===== config.mk =====
export PLATFORM = sky130hd
export DESIGN_NAME = display_mux
export DESIGN_NICKNAME = d
export VERILOG_FILES = /design/src/rtl/display_mux.sv
export SDC_FILE = /design/constraint.sdc
export NUM_CORES = 1
export LEC_CHECK = 0
export CORE_UTILIZATION = 46
export CTS_CLUSTER_DIAMETER = 60
export CTS_CLUSTER_SIZE = 24
export DETAILED_ROUTE_END_ITERATION = 8
export PLACE_DENSITY = 0.75
export SKIP_LAST_GASP = 1
export SYNTH_ARGS = -nofsm -noshare
export SYNTH_HDL_FRONTEND = slang
export SYNTH_SLANG_ARGS = --single-unit
export TNS_END_PERCENT = 30

===== constraint.sdc =====
create_clock -name clk_in -period 2.8 [get_ports clk_in]
set_input_delay 0.42 -clock clk_in [delete_from_list [all_inputs] [get_ports clk_in]]
set_output_delay 0.42 -clock clk_in [all_outputs]
set_load 0.01 [all_outputs]

===== src/rtl/display_mux.sv =====
// Eight-digit time-multiplexed seven-segment driver with a blanking guard between digits.
// Digit 0 latches a coherent snapshot of data/dp_in/blank that digits 1..7 replay.
module display_mux #(
  parameter int GUARD = 4
) (
  input  logic        clk_in,
  input  logic        reset,
  input  logic        pix_clk,
  input  logic [31:0] data,
  input  logic [7:0]  dp_in,
  input  logic [7:0]  blank,
  output logic [7:0]  anode,
  output logic [6:0]  seg,
  output logic        dp,
  output logic [2:0]  digit_sel
);

  typedef enum logic {BLANK, SHOW} state_t;

  localparam logic [3:0] GUARD_LAST = 4'(GUARD - 1);

  state_t      state_q;
  logic [3:0]  gcnt_q;
  logic [2:0]  digitSel_q;
  logic        pix_q;
  logic [7:0]  anode_q;
  logic [6:0]  seg_q;
  logic        dp_q;
  logic [31:0] shData_q;
  logic [7:0]  shDp_q;
  logic [7:0]  shBlank_q;

  logic        step;
  logic [3:0]  selNibble;
  logic        selDp;
  logic        selBlank;

  function automatic logic [6:0] decode(input logic [3:0] n);
    logic [6:0] s;
    case (n)
      4'h0: s = 7'b0000001;
      4'h1: s = 7'b1001111;
      4'h2: s = 7'b0010010;
      4'h3: s = 7'b0000110;
      4'h4: s = 7'b1001100;
      4'h5: s = 7'b0100100;
      4'h6: s = 7'b0100000;
      4'h7: s = 7'b0001111;
      4'h8: s = 7'b0000000;
      4'h9: s = 7'b0000100;
      4'hA: s = 7'b0001000;
      4'hB: s = 7'b1100000;
      4'hC: s = 7'b0110001;
      4'hD: s = 7'b1000010;
      4'hE: s = 7'b0110000;
      default: s = 7'b0111000;
    endcase
    return s;
  endfunction

  assign step = pix_clk & ~pix_q;

  // Digit 0 takes the live inputs on the same edge they are snapshotted.
  always_comb begin
    selNibble = 4'h0;
    selDp     = 1'b0;
    selBlank  = 1'b0;
    if (digitSel_q == 3'd0) begin
      selNibble = data[3:0];
      selDp     = dp_in[0];
      selBlank  = blank[0];
    end else begin
      selNibble = shData_q[{digitSel_q, 2'b00} +: 4];
      selDp     = shDp_q[digitSel_q];
      selBlank  = shBlank_q[digitSel_q];
    end
  end

  always_ff @(posedge clk_in) begin
    pix_q <= pix_clk;
    if (!reset) begin
      state_q    <= BLANK;
      gcnt_q     <= 4'd0;
      digitSel_q <= 3'd0;
      pix_q      <= 1'b1;
      anode_q    <= 8'hFF;
      seg_q      <= 7'h7F;
      dp_q       <= 1'b1;
      shData_q   <= 32'h0;
      shDp_q     <= 8'h0;
      shBlank_q  <= 8'h0;
    end else begin
      case (state_q)
        SHOW: begin
          if (step) begin
            digitSel_q <= digitSel_q + 3'd1;
            state_q    <= BLANK;
            gcnt_q     <= 4'd0;
            anode_q    <= 8'hFF;
            seg_q      <= 7'h7F;
            dp_q       <= 1'b1;
          end
        end
        BLANK: begin
          // A step arriving here is intentionally lost, even on the expiry edge.
          gcnt_q <= gcnt_q + 4'd1;
          if (gcnt_q == GUARD_LAST) begin
            state_q <= SHOW;
            if (digitSel_q == 3'd0) begin
              shData_q  <= data;
              shDp_q    <= dp_in;
              shBlank_q <= blank;
            end
            if (selBlank) begin
              anode_q <= 8'hFF;
              seg_q   <= 7'h7F;
              dp_q    <= 1'b1;
            end else begin
              anode_q <= ~(8'h01 << digitSel_q);
              seg_q   <= decode(selNibble);
              dp_q    <= ~selDp;
            end
          end
        end
        default: state_q <= BLANK;
      endcase
    end
  end

  assign anode     = anode_q;
  assign seg       = seg_q;
  assign dp        = dp_q;
  assign digit_sel = digitSel_q;

endmodule


# Word level (Yosys, flattened, before mapping)
# Memories as Yosys holds them, arrays and structs flattened.
# Cells that the tools add are included.
[word_totals]
ram_bits = 0
latch_bits = 0
regBits = 73
mem_count = 1
input_bits = 51
out_inout_bits = 19
rom_bits = 112
[classes]
div = 0
add_sub_neg = 2
order_cmp = 1
bitwise = 5
reduce_logical = 4
n_mul = 0
eq_ne = 3
shift = 2
muxes = 24
[memory_table]
columns = ["memory", "depth", "word_bits", "rd", "rd_clocked_by_memory_dff", "wr", "line_no", "rtl"]
rows = [
  ["(no name shown)", 16, 7, 1, 0, 0, "40", "case (n)"],
]
[op_table]
columns = ["op", "n"]
rows = [
  ["$shiftx A32 B6 Y4", 1],
  ["$mux W8", 3],
  ["$mux W7", 3],
  ["$pmux W8 S2", 1],
  ["$pmux W7 S2", 1],
  ["$mux W1", 9],
  ["$mux W4", 2],
  ["$not A8 Y8", 1],
  ["$pmux W4 S2", 1],
  ["$shl A1 B3 Y8 const A", 1],
  ["$bmux W1 S3", 2],
  ["$add A4 B1 Y4 const B", 1],
  ["$eq A4 B2 Y1 const B", 1],
  ["$lt A3 B4 Y1 const B", 1],
  ["$pmux W1 S2", 2],
  ["$reduce_and A2 Y1", 2],
  ["$add A3 B1 Y3 const B", 1],
  ["$logic_not A3 Y1", 1],
  ["$not A1 Y1", 3],
  ["$reduce_and A3 Y1", 1],
  ["$ne A2 B1 Y1 const B", 1],
  ["$ne A2 B2 Y1 const B", 1],
  ["$and A1 B1 Y1", 1],
]

# Depth between registers and ports, before layout
# Gate-level depths: netlist of run 1.
[logic_depth]
ltp_word = 7
ltp_mapped = 14
depth_no_buf = 11

# Worst setup path before layout of run 1
# No wires, ideal clock.
[synth_path]
kind = "reg-to-reg"
startpoint = "register digitSel_q[1], in the netlist digit_sel[1]"
endpoint = "register seg_q[2], in the netlist seg[2]"
arrival_ns = 2.732
synth_period_minus_slack_ns = 2.849
slack_ns = -0.049
required_time_ns = 2.683
setup_ns = 0.117
stages_incl_launch_ff = 15
path_buffers = 3
cell_sequence = "dfxtp_1 buf_2 buf_2 inv_1 ha_1 clkbuf_1 nand3b_1 o221ai_1 a21oi_1 inv_1 ha_1 inv_1 mux2_2 o22ai_1 o22a_1"
[synth_via]
elab_chain_len = 6
elab_cells_between_ends = 10
cone_classes = "1 x shift; 7 x mux; 1 x reduce/logical; 1 x memory"
[synth_lines]
columns = ["element", "line_no", "rtl"]
rows = [
  ["start: declaration", "24", "logic [2:0] digitSel_q;"],
  ["start signal: assignment", "96", "digitSel_q <= digitSel_q + 3'd1;"],
  ["$shiftx A32 B6 Y4 (tied with other cells)", "73", "selNibble = shData_q[{digitSel_q, 2'b00} +: 4];"],
  ["$mux W4 or $mux W1 (tied branches)", "68, 75", ""],
  ["$mem_v2 Z16 W7 or $mux W1 (tied branches)", "n/a", ""],
  ["$mux W7 *", "114", "if (selBlank) begin"],
  ["$mux W7 *", "107", "if (gcnt_q == GUARD_LAST) begin"],
  ["$pmux W7 S2 *", "93", "case (state_q)"],
  ["end signal: assignment", "120", "seg_q <= decode(selNibble);"],
  ["end: declaration", "27", "logic [6:0] seg_q;"],
]
# Mark *: on every way between the ends. The rest lies on a longest branch, timed or not. The select of a mux whose other input is x is not followed.
# A chain may end at the register's enable or synchronous reset.

# Final worst setup path of run 1
[layout_path]
startpoint = "register digitSel_q[0], in the netlist digit_sel[0]"
endpoint = "register seg_q[3], in the netlist seg[3]"
# The elaborated chain is that of the path after synthesis.

==> results of run 1 <==
[power by group through the flow]
| stage | Combinational (mW) | Clock, mW | Sequential [mW] |
|---|---|---|---|
| 3_3_place_gp | 0.277 | 0 | 1.13 |
| 3_5_place_dp | 0.285 | 0 | 1.14 |
| 6_report | 0.286 | 0.905 | 1.11 |
| 4_1_cts | 0.287 | 0.919 | 1.11 |
| 5_1_grt | 0.316 | 0.955 | 1.12 |
| 2_1_floorplan | 0.164 | 0 | 1.13 |
[layer usage]
metal / up-vias / wire length, um / GRT usage (%)
met5: - / 0 / 0
met4: 0 / 147 / 8.66
met3: 13 / 380 / 3.69
met2: 72 / 3460 / 32.7
met1: 1343 / 3670 / 28.4
li1: 1476 / - / -
[synth_stat cells (all sizes together)]
cell type  count
nand2        116
dfxtp         73
a21boi        51
clkbuf        18
nor2          17
mux2i         14
ha            13
mux4           9
o21ai          9
buf            8
inv            7
a21oi          6
nand2b         6
nand3          6
and2           5
nand3b         5
a31oi          4
a31o           3
and3           3
nor3           3
o2bb2ai        3
or3            3
mux2           2
nor3b          2
o221ai         2
a41oi          1
nor2b          1
o211ai         1
o221a          1
o22a           1
o22ai          1
o32a           1
xnor2          1
[worst max path at each step]
stage | start | slack, ps | cells past startpoint | to
floorplan | digit_sel[1] | 50 | 13 | seg[3]
finish | digit_sel[0] | 370 | 9 | seg[3]
global placement | digit_sel[0] | 340 | 9 | seg[3]
detailed placement | digit_sel[0] | 220 | 9 | seg[3]
CTS | digit_sel[0] | 170 | 9 | seg[3]
global route | digit_sel[0] | 210 | 7 | seg[3]
[tightest hold or removal path, cell delays in order, from the launching register on]
cell and delay (ps):
dfxtp_1 310, nand2_1 40, a21boi_0 60
[flip-flops by register name, indices dropped and copies added (netlist names)]
name	count
shDp_q	8
digit_sel	3
seg	7
shData_q	32
gcnt_q	4
shBlank_q	8
state_q	1
dp	1
anode	8
pix_q	1
[logic make-up (layout without fill, tap and decap cells)]
logic type | Yosys count | after routing | synth area share [%]
AOI/OAI and AO/OA | 84 | 84 | 17.9
xor gates and xnor gates | 1 | 1 | 0.252
adders and majority gates | 13 | 13 | 4.67
buffers and inverters | 33 | 104 | 4.03
DFF | 73 | 73 | 42.0
muxes | 25 | 25 | 10.7
and+or+nand+nor | 167 | 167 | 20.4
[repair_timing]
item | 4_1_cts | 5_1_grt
hold endpoints to repair | 0 | 0
setup buffers | 0 | 0
gates resized for setup | 0 | 1
endpoints found under the setup margin | 0 | 1
[area by class of cell]
class / count / area (sq um)
clock buffer: 9 / 124
clock inverter: 7 / 93.8
fill: 667 / 2800
inverter: 7 / 26.3
multi-input combinational: 290 / 1890
sequential: 73 / 1460
tap: 99 / 124
timing repair buffer: 81 / 776
==> run_results.csv, run 1 <==
group,metric,value,unit
setup_path,cp.buffers_inverters,1,
setup_path,regToRegEndpoint,"seg[3]",
layout,stdcell_count,566,
route,ant_nets,0,
power,p_comb_share,12.4,%
placement,dpl_cell_area,4270,sq um
placement,dpl.hpwl,5360,um
hold_path,hold-path-cell-count,2,
route,routedWlPerCell,13.5,um
setup_path,required,3030,ps
clock_network,clockBufferDepth,2,
setup_path,cp.arrival,2660,ps
die,initial_core_util,47.7,%
yosys,ys_ff_latch,73,
yosys,syn_area,3480,sq um
timing,whs,465,ps
timing,period_minus_slack,2430,ps
setup_path,critPathMaxStageDelay,520,ps
power,power_density,512,nW/um^2
route,route.detailed.drc,0,
route,vias,2904,
yosys,synth_fp_nets,460,
power,finalPower,2.30,mW
power,switching_share,24.7,%
power,clockPowerShare,39.3,%
die,coreArea,7290,sq um
global_route,grt_remaining_overflow,0,
clock_network,hold_buffers,0,
timing,tightest_slew,500,ps
layout,nNetsFinal,526,
global_route,grt_antenna_before_repair,0,
die,rows,31,
die,die-area,7920,sq um
yosys,synth-seq-area-share,42.0,%
layout,utilization,61.7,%
route,drt-initial-drc-count,86,
yosys,syn_inst,396,
flow_run,drv_cap,0,
power,seqPwrFrac,48.3,%
route,wirelength,7650,um
yosys,yosysTopAreaCell,"dfxtp_1",
layout,drive_above_1_share,10.3,%
global_route,grt_pass1_wl,12500,um
route,first_pass_iters,4,
clock_network,clk_pin_slew_worst_paths,80,ps
timing,maxSlewHeadroom,66.4,%
timing,rsz0062_at_grt,"no",
global_route,track_usage,20.8,%
layout,finalInstanceArea,4500,sq um
placement,port_buffers,69,
setup_path,endpoint_kind,"register",
power,leakage,1.63,nW
power,vdd_drop_max,218,uV
yosys,ys_top_cells_by_area,"dfxtp_1 42%, nand2_1 13%, a21boi_0 11%, mux4_2 5.2%, ha_1 4.7%",
clock_network,cts.sinks,73,
clock_network,cts_root_buffer,"clkbuf_8",
layout,final_cell_mix,"116 x nand2_1, 73 x dfxtp_1, 68 x clkdlybuf4s50_1, 50 x a21boi_0, 17 x nor2_1",
setup_path,worstPathMaxFanout,6,
power,p_sw,0.569,mW
timing,max_clock_freq,412,MHz
placement,dp.cells,550,
yosys,netlist.area_leader.share,42.0,%
timing,post-route-period-util,86.7,%
timing,slew_viol_final,0,
setup_path,critPathKind,"reg -> reg",
power,p_int,1.73,mW
timing,hold_violations,0,
clock_network,cts_inserted_buffers,9,
route,viasPerCell,5.13,
placement,place_congestion,0.808,
timing,setup_viol,0,
global_route,grt_pass1_vias,2703,
setup_path,cp-start-kind,"register",
yosys,ys_types,38,
layout,n_antenna_cell,0,
setup_path,path_cells,"mux4_2, mux2i_1, nor2_1, a21oi_2, inv_1, ha_1, mux2_4, mux2i_1, a21oi_1",
global_route,grt_max_degree,49,
placement,pre_cts_slack,216,ps
setup_path,reg2reg_slack,370,ps
yosys,syn_avg_cell_area,8.79,sq um
layout,area_growth,29.2,%
hold_path,hold_class,"reg -> reg",
yosys,synth_warnings,0,
timing,fin_ws,372,ps
hold_path,holdCritStartpoint,"shData_q[3]",
setup_path,crit_family,"multiplexers",
die,die_w,89.0,um
setup_path,worstRegToRegCells,9,
hold_path,holdPathEnd,"shData_q[3]",
setup_path,cpMaxStageDelayCell,"mux4_2",
clock_network,cts_tree,"built",
clock_network,clkLatencyLatePin,350,ps
status,outcome,"completed",
layout,mostFrequentLayoutCell,"nand2_1",
clock_network,htree_levels,3,
setup_path,critPathMostFrequentCell,"mux2i_1",
die,die_h,89.0,um
die,io_pins,70,
setup_path,r2r_start,"digit_sel[0]",
timing,skew,6.40,ps
timing,tns,0,ps
Power figures use the tool's default switching activity.
==> run 2, diff against run 1 <==
CAP_MARGIN = 10   (was not set)
PLACE_DENSITY = 0.85   (was 0.75)
==> run_results.csv, run 2 (synthesis results as in run 1) <==
group,metric,value,unit
placement,port_buffers,69,
setup_path,worstRegToRegCells,9,
global_route,track_usage,20.2,%
power,finalPower,2.37,mW
timing,slew_viol_final,0,
layout,seqCellArea,1460,sq um
layout,drive_above_1_share,9.05,%
layout,nFillCells,608,
timing,tns,0,ps
die,initial_core_util,47.7,%
setup_path,regToRegEndpoint,"seg[3]",
hold_path,hold-path-cell-count,2,
setup_path,worstPathMaxFanout,6,
route,routedWlPerCell,13.2,um
die,die_w,89.0,um
hold_path,hold_class,"reg -> reg",
clock_network,clk_pin_slew_worst_paths,70,ps
hold_path,holdCritStartpoint,"shBlank_q[0]",
setup_path,cp-start-kind,"register",
die,die-area,7920,sq um
die,die_h,89.0,um
timing,tightest_slew,659,ps
layout,area_growth,28.9,%
setup_path,reg2reg_slack,210,ps
timing,setup_viol,0,
layout,final_cell_mix,"116 x nand2_1, 73 x dfxtp_1, 68 x clkdlybuf4s50_1, 50 x a21boi_0, 17 x nor2_1",
route,ant_nets,0,
layout,largest_register,"shData_q",
clock_network,clockBufferDepth,2,
setup_path,crit_family,"multiplexers",
power,vdd_drop_max,492,uV
global_route,grt_pass1_wl,12300,um
setup_path,required,3030,ps
global_route,grt_max_degree,49,
power,power_density,527,nW/um^2
hold_path,holdPathEnd,"shBlank_q[0]",
timing,skew,8.69,ps
timing,max_clock_freq,386,MHz
status,outcome,"completed",
setup_path,path_cells,"mux4_2, mux2i_1, nor2_1, a21oi_1, inv_1, ha_1, mux2_4, mux2i_1, a21oi_1",
route,route.detailed.drc,0,
setup_path,critPathMaxStageDelay,530,ps
placement,place_congestion,0.835,
clock_network,cts-resized-gates,0,
die,rows,31,
clock_network,postCtsSetupBuffers,0,
setup_path,cp.buffers_inverters,1,
global_route,grt_pass1_vias,2686,
flow_run,drv_cap,0,
clock_network,clkLatencyLatePin,350,ps
clock_network,cts.sinks,73,
timing,fin_ws,207,ps
route,first_pass_iters,4,
clock_network,cts_tree,"built",
timing,post-route-period-util,92.6,%
power,leakage,1.63,nW
timing,hold_violations,0,
layout,n_antenna_cell,0,
route,vias,2919,
timing,maxSlewHeadroom,56.0,%
route,viasPerCell,5.18,
timing,period_minus_slack,2590,ps
layout,largest_reg_flops,32,
layout,nNetsFinal,523,
setup_path,cp.arrival,2820,ps
placement,dpl.hpwl,5410,um
die,io_pins,70,
clock_network,hold_buffers,0,
timing,rsz0062_at_grt,"no",
setup_path,cpMaxStageDelayCell,"mux4_2",
layout,multi_input_area,1890,sq um
global_route,grt_remaining_overflow,0,
route,drt-initial-drc-count,105,
setup_path,endpoint_kind,"register",
global_route,grt_antenna_before_repair,0,
placement,pre_cts_slack,254,ps
layout,mostFrequentLayoutCell,"nand2_1",
route,wirelength,7420,um
clock_network,cts_inserted_buffers,9,
clock_network,htree_levels,3,
setup_path,critPathKind,"reg -> reg",
die,coreArea,7290,sq um
setup_path,r2r_start,"digit_sel[0]",
clock_network,cts_root_buffer,"clkbuf_8",
==> run 2: changes by cell type in the layout (fill, tap and decap cells not counted), sizes merged <==
cell      before  now
clkbuf         9   11
buf           13   10
inv            8    7
bufinv         2    3
clkinvlp       2    0
==> run 2: worst min-delay path, delay by kind of cell (launching register included) <==
kind / cells / cell delay (ps)
compound gates: 1 / 50
flops: 1 / 320
simple gates: 1 / 50
==> run 2: power breakdown <==
part | internal, mW | switching (mW)
Combinational | 0.148 | 0.135
Clock | 0.593 | 0.377
Sequential | 1.08 | 0.0299
==> run 2: worst max path at each step <==
stage / from / to / depth (start not counted) / slack, ps
2_1_floorplan: digit_sel[1] / seg[3] / 13 / 50
3_3_place_gp: digit_sel[0] / seg[3] / 9 / 320
3_5_place_dp: digit_sel[0] / seg[3] / 8 / 250
4_1_cts: digit_sel[0] / seg[3] / 8 / 180
5_1_grt: digit_sel[0] / seg[3] / 8 / 10
6_report: digit_sel[0] / seg[3] / 9 / 210
==> run 2: layout make-up <==
type,instances,share of cell area (%)
sequential,73,32.6
inverter,7,0.586
clock inverter,5,2.31
multi-input combinational,290,42.1
timing repair buffer,78,16.8
clock buffer,11,2.93
tap,99,2.76
==> run 2: layer usage <==
layer / global-route usage, % / wire, um
met5: 0 / 0
met4: 6.64 / 119
met3: 4.62 / 305
met2: 32.9 / 3500
met1: 26.7 / 3500
==> run 2: metrics by stage <==
stage	utilization (%)	area [sq um]	instances	hold WS, ps
6_report	61.5	4490	563	463
5_1_grt	61.5	4490	563	481
4_1_cts	61.5	4490	563	464
3_5_place_dp	58.3	4250	547	448
3_3_place_gp	58.3	4250	547	441
2_1_floorplan	-	3480	396	432
